### src/rtl/pb_opcode_entry.sv
// -----------------------------------------------------------------------------
// pb_opcode_entry
//
// Turns three raw, bouncy pushbuttons into a 3-bit opcode for the
// microprocessor core that sits directly downstream of this block.
//
// The operator builds an opcode by pressing buttons. Each accepted press
// toggles the matching bit of an internal accumulator. Once every button has
// been released for COMMIT_CYCLES consecutive cycles, the accumulator is
// committed to the opcode output and op_valid is raised. op_valid and opcode
// then hold until the core accepts them with op_ready. Any press that arrives
// while an opcode is still waiting to be accepted is dropped, and the sticky
// overrun flag records the loss.
//
// Parameters
//   DB_CYCLES      consecutive stable samples needed to accept a new button
//                  level (>= 2)
//   COMMIT_CYCLES  all-released idle cycles that commit an entry (>= 2)
//
// Ports
//   clk        in   1  single clock; all logic on the rising edge
//   rst        in   1  synchronous active-low reset
//   pb         in   3  raw pushbuttons, 1 = pressed
//   op_ready   in   1  core accepts the presented opcode
//   button     out  3  debounced button levels
//   press      out  3  one-cycle pulse per accepted press (none on release)
//   opcode     out  3  committed opcode
//   op_valid   out  1  opcode holds a committed entry
//   overrun    out  1  sticky: a press was ignored while an opcode was pending
//
// Build option
//   PB_SYNC_EN  when defined, pb passes through a 2-flop synchronizer before
//               the debouncer, so button follows a stable pb change after
//               2 + DB_CYCLES edges instead of DB_CYCLES edges.
// -----------------------------------------------------------------------------
module pb_opcode_entry #(
   parameter int DB_CYCLES     = 4,
   parameter int COMMIT_CYCLES = 16
) (
   input  logic       clk,
   input  logic       rst,
   input  logic [2:0] pb,
   input  logic       op_ready,
   output logic [2:0] button,
   output logic [2:0] press,
   output logic [2:0] opcode,
   output logic       op_valid,
   output logic       overrun
);

   // Counter widths leave room for the full parameter value so that the
   // terminal compare constants below are always representable.
   localparam int DB_W    = $clog2(DB_CYCLES + 1);
   localparam int TIMER_W = $clog2(COMMIT_CYCLES + 1);

   // A debounce counter sitting at DB_LAST toggles the button on its next
   // mismatching sample; the commit timer sitting at TIMER_LAST commits on its
   // next idle cycle.
   localparam logic [DB_W-1:0]    DB_LAST    = DB_W'(DB_CYCLES - 1);
   localparam logic [TIMER_W-1:0] TIMER_LAST = TIMER_W'(COMMIT_CYCLES - 1);

   localparam logic [1:0] ST_IDLE  = 2'd0;
   localparam logic [1:0] ST_ENTRY = 2'd1;
   localparam logic [1:0] ST_VALID = 2'd2;

   logic [2:0]         w_sample;
   logic [2:0]         w_press;
   logic               w_anyPress;

   logic [DB_W-1:0]    r_dbCount [3];
   logic [2:0]         r_button;
   logic [2:0]         r_buttonPrev;

   logic [1:0]         r_state;
   logic [2:0]         r_acc;
   logic [TIMER_W-1:0] r_timer;
   logic [2:0]         r_opcode;
   logic               r_opValid;
   logic               r_overrun;

   logic [1:0]         w_stateNext;
   logic [2:0]         w_accNext;
   logic [TIMER_W-1:0] w_timerNext;
   logic [2:0]         w_opcodeNext;
   logic               w_opValidNext;
   logic               w_overrunNext;

`ifdef PB_SYNC_EN
   logic [2:0]         r_syncStage1;
   logic [2:0]         r_syncStage2;

   // The pushbuttons are asynchronous to clk. Two back-to-back flops give a
   // metastable first stage a full cycle to settle before the debouncer looks
   // at the level. Reset clears both stages so a button held through reset
   // is seen as a fresh transition once reset lifts.
   always_ff @(posedge clk) begin
      if (!rst) begin
         r_syncStage1 <= 3'b000;
         r_syncStage2 <= 3'b000;
      end else begin
         r_syncStage1 <= pb;
         r_syncStage2 <= r_syncStage1;
      end
   end

   assign w_sample = r_syncStage2;
`else
   // Without the synchronizer the raw pins feed the debouncer directly; the
   // integrator is responsible for pb already being in the clk domain.
   assign w_sample = pb;
`endif

   // Per-bit debouncer. Each counter measures how many consecutive samples
   // have disagreed with the current debounced level. Any agreeing sample
   // throws the run away, so a glitch shorter than DB_CYCLES samples can never
   // flip the level. When the disagreeing sample that would bring the count
   // to DB_CYCLES arrives, the level flips and the count restarts from zero;
   // the count therefore never goes past DB_CYCLES-1. The >= compare keeps it
   // from running away even if it were somehow pushed past that.
   // r_buttonPrev is the level one cycle earlier and exists only to find
   // rising edges.
   always_ff @(posedge clk) begin
      if (!rst) begin
         for (int i = 0; i < 3; i++) begin
            r_dbCount[i] <= '0;
         end
         r_button     <= 3'b000;
         r_buttonPrev <= 3'b000;
      end else begin
         r_buttonPrev <= r_button;
         for (int i = 0; i < 3; i++) begin
            if (w_sample[i] == r_button[i]) begin
               r_dbCount[i] <= '0;
            end else if (r_dbCount[i] >= DB_LAST) begin
               r_button[i]  <= ~r_button[i];
               r_dbCount[i] <= '0;
            end else begin
               r_dbCount[i] <= r_dbCount[i] + DB_W'(1);
            end
         end
      end
   end

   // A press is a rising edge of the debounced level, so it is high for
   // exactly the one cycle after the level is accepted. Releases (falling
   // edges) produce nothing.
   assign w_press    = r_button & ~r_buttonPrev;
   assign w_anyPress = |w_press;

   // Next-state logic for the entry FSM.
   //
   // IDLE  : nothing entered yet. The first press opens an entry.
   // ENTRY : presses toggle accumulator bits, and several simultaneous
   //         presses toggle together. The commit timer counts cycles where
   //         all buttons are released and nothing was pressed. A held button
   //         or a fresh press restarts it. Because the press test comes first,
   //         a press landing on the expiry cycle wins and the entry stays
   //         open. An accumulator of 000 is still a legal opcode and commits
   //         like any other value.
   // VALID : opcode is presented and frozen. Presses are discarded and only
   //         flagged through overrun, including a press in the very cycle the
   //         core accepts. On acceptance the accumulator is cleared so the
   //         next entry starts from zero.
   // op_ready only matters in VALID.
   always_comb begin
      w_stateNext   = r_state;
      w_accNext     = r_acc;
      w_timerNext   = r_timer;
      w_opcodeNext  = r_opcode;
      w_opValidNext = r_opValid;
      w_overrunNext = r_overrun;

      case (r_state)
         ST_IDLE: begin
            if (w_anyPress) begin
               w_accNext   = r_acc ^ w_press;
               w_timerNext = '0;
               w_stateNext = ST_ENTRY;
            end
         end

         ST_ENTRY: begin
            if (w_anyPress) begin
               w_accNext   = r_acc ^ w_press;
               w_timerNext = '0;
            end else if (r_button != 3'b000) begin
               w_timerNext = '0;
            end else if (r_timer >= TIMER_LAST) begin
               w_opcodeNext  = r_acc;
               w_opValidNext = 1'b1;
               w_timerNext   = '0;
               w_stateNext   = ST_VALID;
            end else begin
               w_timerNext = r_timer + TIMER_W'(1);
            end
         end

         ST_VALID: begin
            if (w_anyPress) begin
               w_overrunNext = 1'b1;
            end
            if (op_ready) begin
               w_opValidNext = 1'b0;
               w_accNext     = 3'b000;
               w_stateNext   = ST_IDLE;
            end
         end

         default: begin
            w_stateNext   = ST_IDLE;
            w_accNext     = 3'b000;
            w_timerNext   = '0;
            w_opValidNext = 1'b0;
         end
      endcase
   end

   // Entry FSM registers. Reset throws away any half-built entry or unaccepted
   // opcode, so nothing appears on op_valid after reset lifts unless a new
   // entry is made.
   always_ff @(posedge clk) begin
      if (!rst) begin
         r_state   <= ST_IDLE;
         r_acc     <= 3'b000;
         r_timer   <= '0;
         r_opcode  <= 3'b000;
         r_opValid <= 1'b0;
         r_overrun <= 1'b0;
      end else begin
         r_state   <= w_stateNext;
         r_acc     <= w_accNext;
         r_timer   <= w_timerNext;
         r_opcode  <= w_opcodeNext;
         r_opValid <= w_opValidNext;
         r_overrun <= w_overrunNext;
      end
   end

   assign button   = r_button;
   assign press    = w_press;
   assign opcode   = r_opcode;
   assign op_valid = r_opValid;
   assign overrun  = r_overrun;

endmodule

### config.mk
export PLATFORM = sky130hd
export DESIGN_NAME = pb_opcode_entry
export DESIGN_NICKNAME = d
export VERILOG_FILES = /design/src/rtl/pb_opcode_entry.sv
export SDC_FILE = /design/constraint.sdc
export NUM_CORES = 1
export LEC_CHECK = 0
export CORE_MARGIN = 8
export CORE_UTILIZATION = 30
export CTS_BUF_LIST = sky130_fd_sc_hd__clkbuf_8
export DETAILED_ROUTE_END_ITERATION = 16
export PLACE_DENSITY_LB_ADDON = 0.3
export SLEW_MARGIN = 20
export SYNTH_ARGS = -nofsm -noshare
export SYNTH_HDL_FRONTEND = slang
export SYNTH_SLANG_ARGS = --single-unit
### constraint.sdc
create_clock -name clk -period 2 [get_ports clk]
set_input_delay 0.4 -clock clk [delete_from_list [all_inputs] [get_ports clk]]
set_output_delay 0.4 -clock clk [all_outputs]
set_load 0.02 [all_outputs]
==> flow_summary.toml, run 1 <==
[synthesis]
synth-seq-cells = 30
yosysSeqAreaShare = 0.495
yosys.area.top_type_share = 0.301
synthTopCellsByArea = "dfxtp_1 30%, edfxtp_1 19%, ha_1 7.2%, nor2_1 6.5%, mux2i_1 4.3%"
syn_area_sq_um = 1400
synthCells = 140
yosysWarningCount = 0
synthDistinctLibCells = 36
synth_area_leader_cell = "dfxtp_1"
synth_area_per_cell_sq_um = 9.96

[clock_tree]
cts_tree = "built"
clkLatencyLatePin_ps = 270
numCtsBuffers = 5
clock_sinks = 30
cts_hold_buf = 0
clockBufferDepth = 2
clk_pin_slew_ps = 60
cts_setup_buffers = 0
htree_num_levels = 2
postCtsResizedCells = 2
cts.root.buffer_cell = "clkbuf_8"

[layout]
nNetsFinal = 183
n_antenna_cell = 0
drive_gt1_frac = 0.100
syn2layout_area_growth_pct = 25.0

[timing]
finalCriticalPeriod_ps = 1900
fin_skew_ps = 3.21
finalHoldViolations = 0
tightest_slew_ps = 616
maxSlewHeadroom = 0.586
fin_crit_sh = 0.950
slew_viol_final = 0
hold-worst-slack_ps = 472
max_freq_ghz = 0.526
setup_viol = 0
tns_ps = 0
rsz0062_at_grt = "no"

[global_routing]
grt_pass1_vias = 1068
grt_pass1_wl_um = 4750
gr-total-overflow = 0
grt_max_degree = 13
grt_usage = 0.0802
antenna_found_initial = 0

[worst_hold_path]
whs_path_depth = 1
min_to = "overrun"
worstHoldStart = "overrun"
min_path_type = "flop to flop"

[power_and_ir_drop]
intPower_uw = 965
total_power_mw = 1.28
power_density_nw_per_um2 = 735
power_frac_seq = 0.532
clkPwrFrac = 0.338
ir_worst_vdd_mv = 0.269
p_sw_frac = 0.247
comb_power_share = 0.129
p_leak_nw = 0.736
netSwitchingPower_uw = 316

[floorplanning]
initial_core_util = 0.303
die_w_um = 84.2
dieArea_sq_um = 7090
die_h_um = 84.2
ios = 17
num_rows = 25
coreArea_sq_um = 4600

[detailed_routing]
m1WireLength_um = 1200
drc = 0
drt_iter0_markers = 42
met2_length_um = 1380
wl_per_cell_um = 12.3
vias = 1064
routed.top_layer = "met4"
antenna_left = 0
vias_per_cell = 4.75
firstDrtPassIters = 4
drt_wl_total_um = 2750
wl_met3_um = 153

[critical_path]
worst-setup-path-type = "flop to flop"
cp.required_ps = 2200
timing.rr.end = "r_timer[2]"
r2r_setup_slack_ps = 100
end_kind = "flop"
arrival_ps = 2100
cp_top_family = "simple AND/OR/NAND/NOR gates"
crit_chain = "ha_1 > and3_1 > ha_1 > nor2_1 > and2_0 > nand4b_1 > a31oi_1"
critPathMaxStageDelay_ps = 350
slowest_stage = "and2_0"
path_buf_inv = 0
worst_r2r_path_depth = 7
cp-start-kind = "flop"
crit_top_cell = "ha_1"
worstReg2RegStart = "r_timer[0]"
path_max_fanout = 6

[place]
io_buffers = 16
dpl.hpwl_um = 2110
gp_congestion = 0.742

[outcome]
status = "completed"

[flow_run]
drv_cap = 0
## worst reg2reg max path, stage by stage, from the launching register on
cell and delay (ps):
dfxtp_1 340, ha_1 230, and3_1 190, ha_1 170, nor2_1 220, and2_0 350
nand4b_1 140, a31oi_1 190
## synth_stat cells (all sizes together)
cell / count
nor2: 27
dfxtp: 21
inv: 10
edfxtp: 9
ha: 8
clkbuf: 6
mux2i: 6
a21oi: 5
and2: 4
nand2: 4
nand3: 4
a211oi: 3
nor2b: 3
nor3: 3
xor2: 3
a2111oi: 2
a2bb2oi: 2
a32oi: 2
nand4b: 2
o21ai: 2
xnor2: 2
a31oi: 1
and3: 1
buf: 1
conb: 1
nand2b: 1
nand3b: 1
nand4: 1
nor4: 1
o21a: 1
o21ba: 1
o41ai: 1
or3: 1
## cells in the final DEF (no fill, tap or decap), types with 4 or more instances in the layout
cell,n
nand2_1,4
nand3_1,4
ha_1,8
clkbuf_8,5
nor2_1,24
edfxtp_1,9
conb_1,9
mux2i_1,6
a21oi_1,5
dfxtp_1,21
inv_1,13
clkdlybuf4s50_1,13
buf_4,5
## routing by layer
| metal | vias up | GRT usage |
|---|---|---|
| met5 | - | 0 |
| met4 | 0 | 0.0283 |
| met3 | 2 | 0.0348 |
| met2 | 16 | 0.140 |
| met1 | 514 | 0.0830 |
| li1 | 532 | - |
## final cells by class
type                       count  area (sq um)
clock buffer                   5          68.8
clock inverter                 3          11.3
fill                         465          2850
inverter                      10          37.5
multi-input combinational    101           671
sequential                    30           691
tap                           54          67.6
timing repair buffer          21           198
## sequential cells by signal, indices dropped and copies added, names as in the netlist
signal        cells
button            3
op_valid          1
opcode            3
overrun           1
r_acc             3
r_buttonPrev      3
r_dbCount         9
r_state           2
r_timer           5
## worst max-delay path by stage
stage          cells past startpoint       start  slack [ps]          to
2_1_floorplan                      8  r_timer[0]         270  r_timer[2]
3_3_place_gp                       7  r_timer[0]         220  r_timer[2]
3_5_place_dp                       7  r_timer[0]         120  r_timer[2]
4_1_cts                            2   button[0]          20    press[0]
5_1_grt                            7  r_timer[0]         0.6  r_timer[2]
6_report                           7  r_timer[0]         100  r_timer[2]
## through the flow
stage	std cells	setup WS, ps	util	instance area (sq um)
after floorplan	148	267	-	1430
after global placement	216	220	0.362	1660
after detailed placement	216	123	0.362	1660
after CTS	224	18.1	0.379	1740
after global routing	224	0.578	0.379	1740
final	224	99.9	0.379	1740
## cell families (layout without fill, tap and decap cells)
logic type,after synthesis,count (layout),synth area share
and+or+nand+nor,53,53,0.189
other,1,9,0.00269
xor gates and xnor gates,5,5,0.0314
AOI/OAI and AO/OA,20,20,0.121
muxes,6,6,0.0431
buffers and inverters,17,39,0.0457
DFF,30,30,0.495
adders and majority gates,8,8,0.0718
## power by group through the flow
stage                     Clock, mW  Sequential (mW)  Combinational [mW]
after CTS                     0.449            0.682               0.168
final                         0.434            0.682               0.166
after detailed placement          0            0.696               0.169
after global placement            0            0.693               0.162
after global routing          0.476            0.687               0.184
after floorplan                   0            0.694               0.107
(Power assumes the default switching activity.)
==> run 2, diff against run 1 <==
Settings changed: CAP_MARGIN from default to 15, SLEW_MARGIN 20 to default.
==> results of run 2 <==
Same layout as run 1: the final DEF is identical, and so are final timing and power.
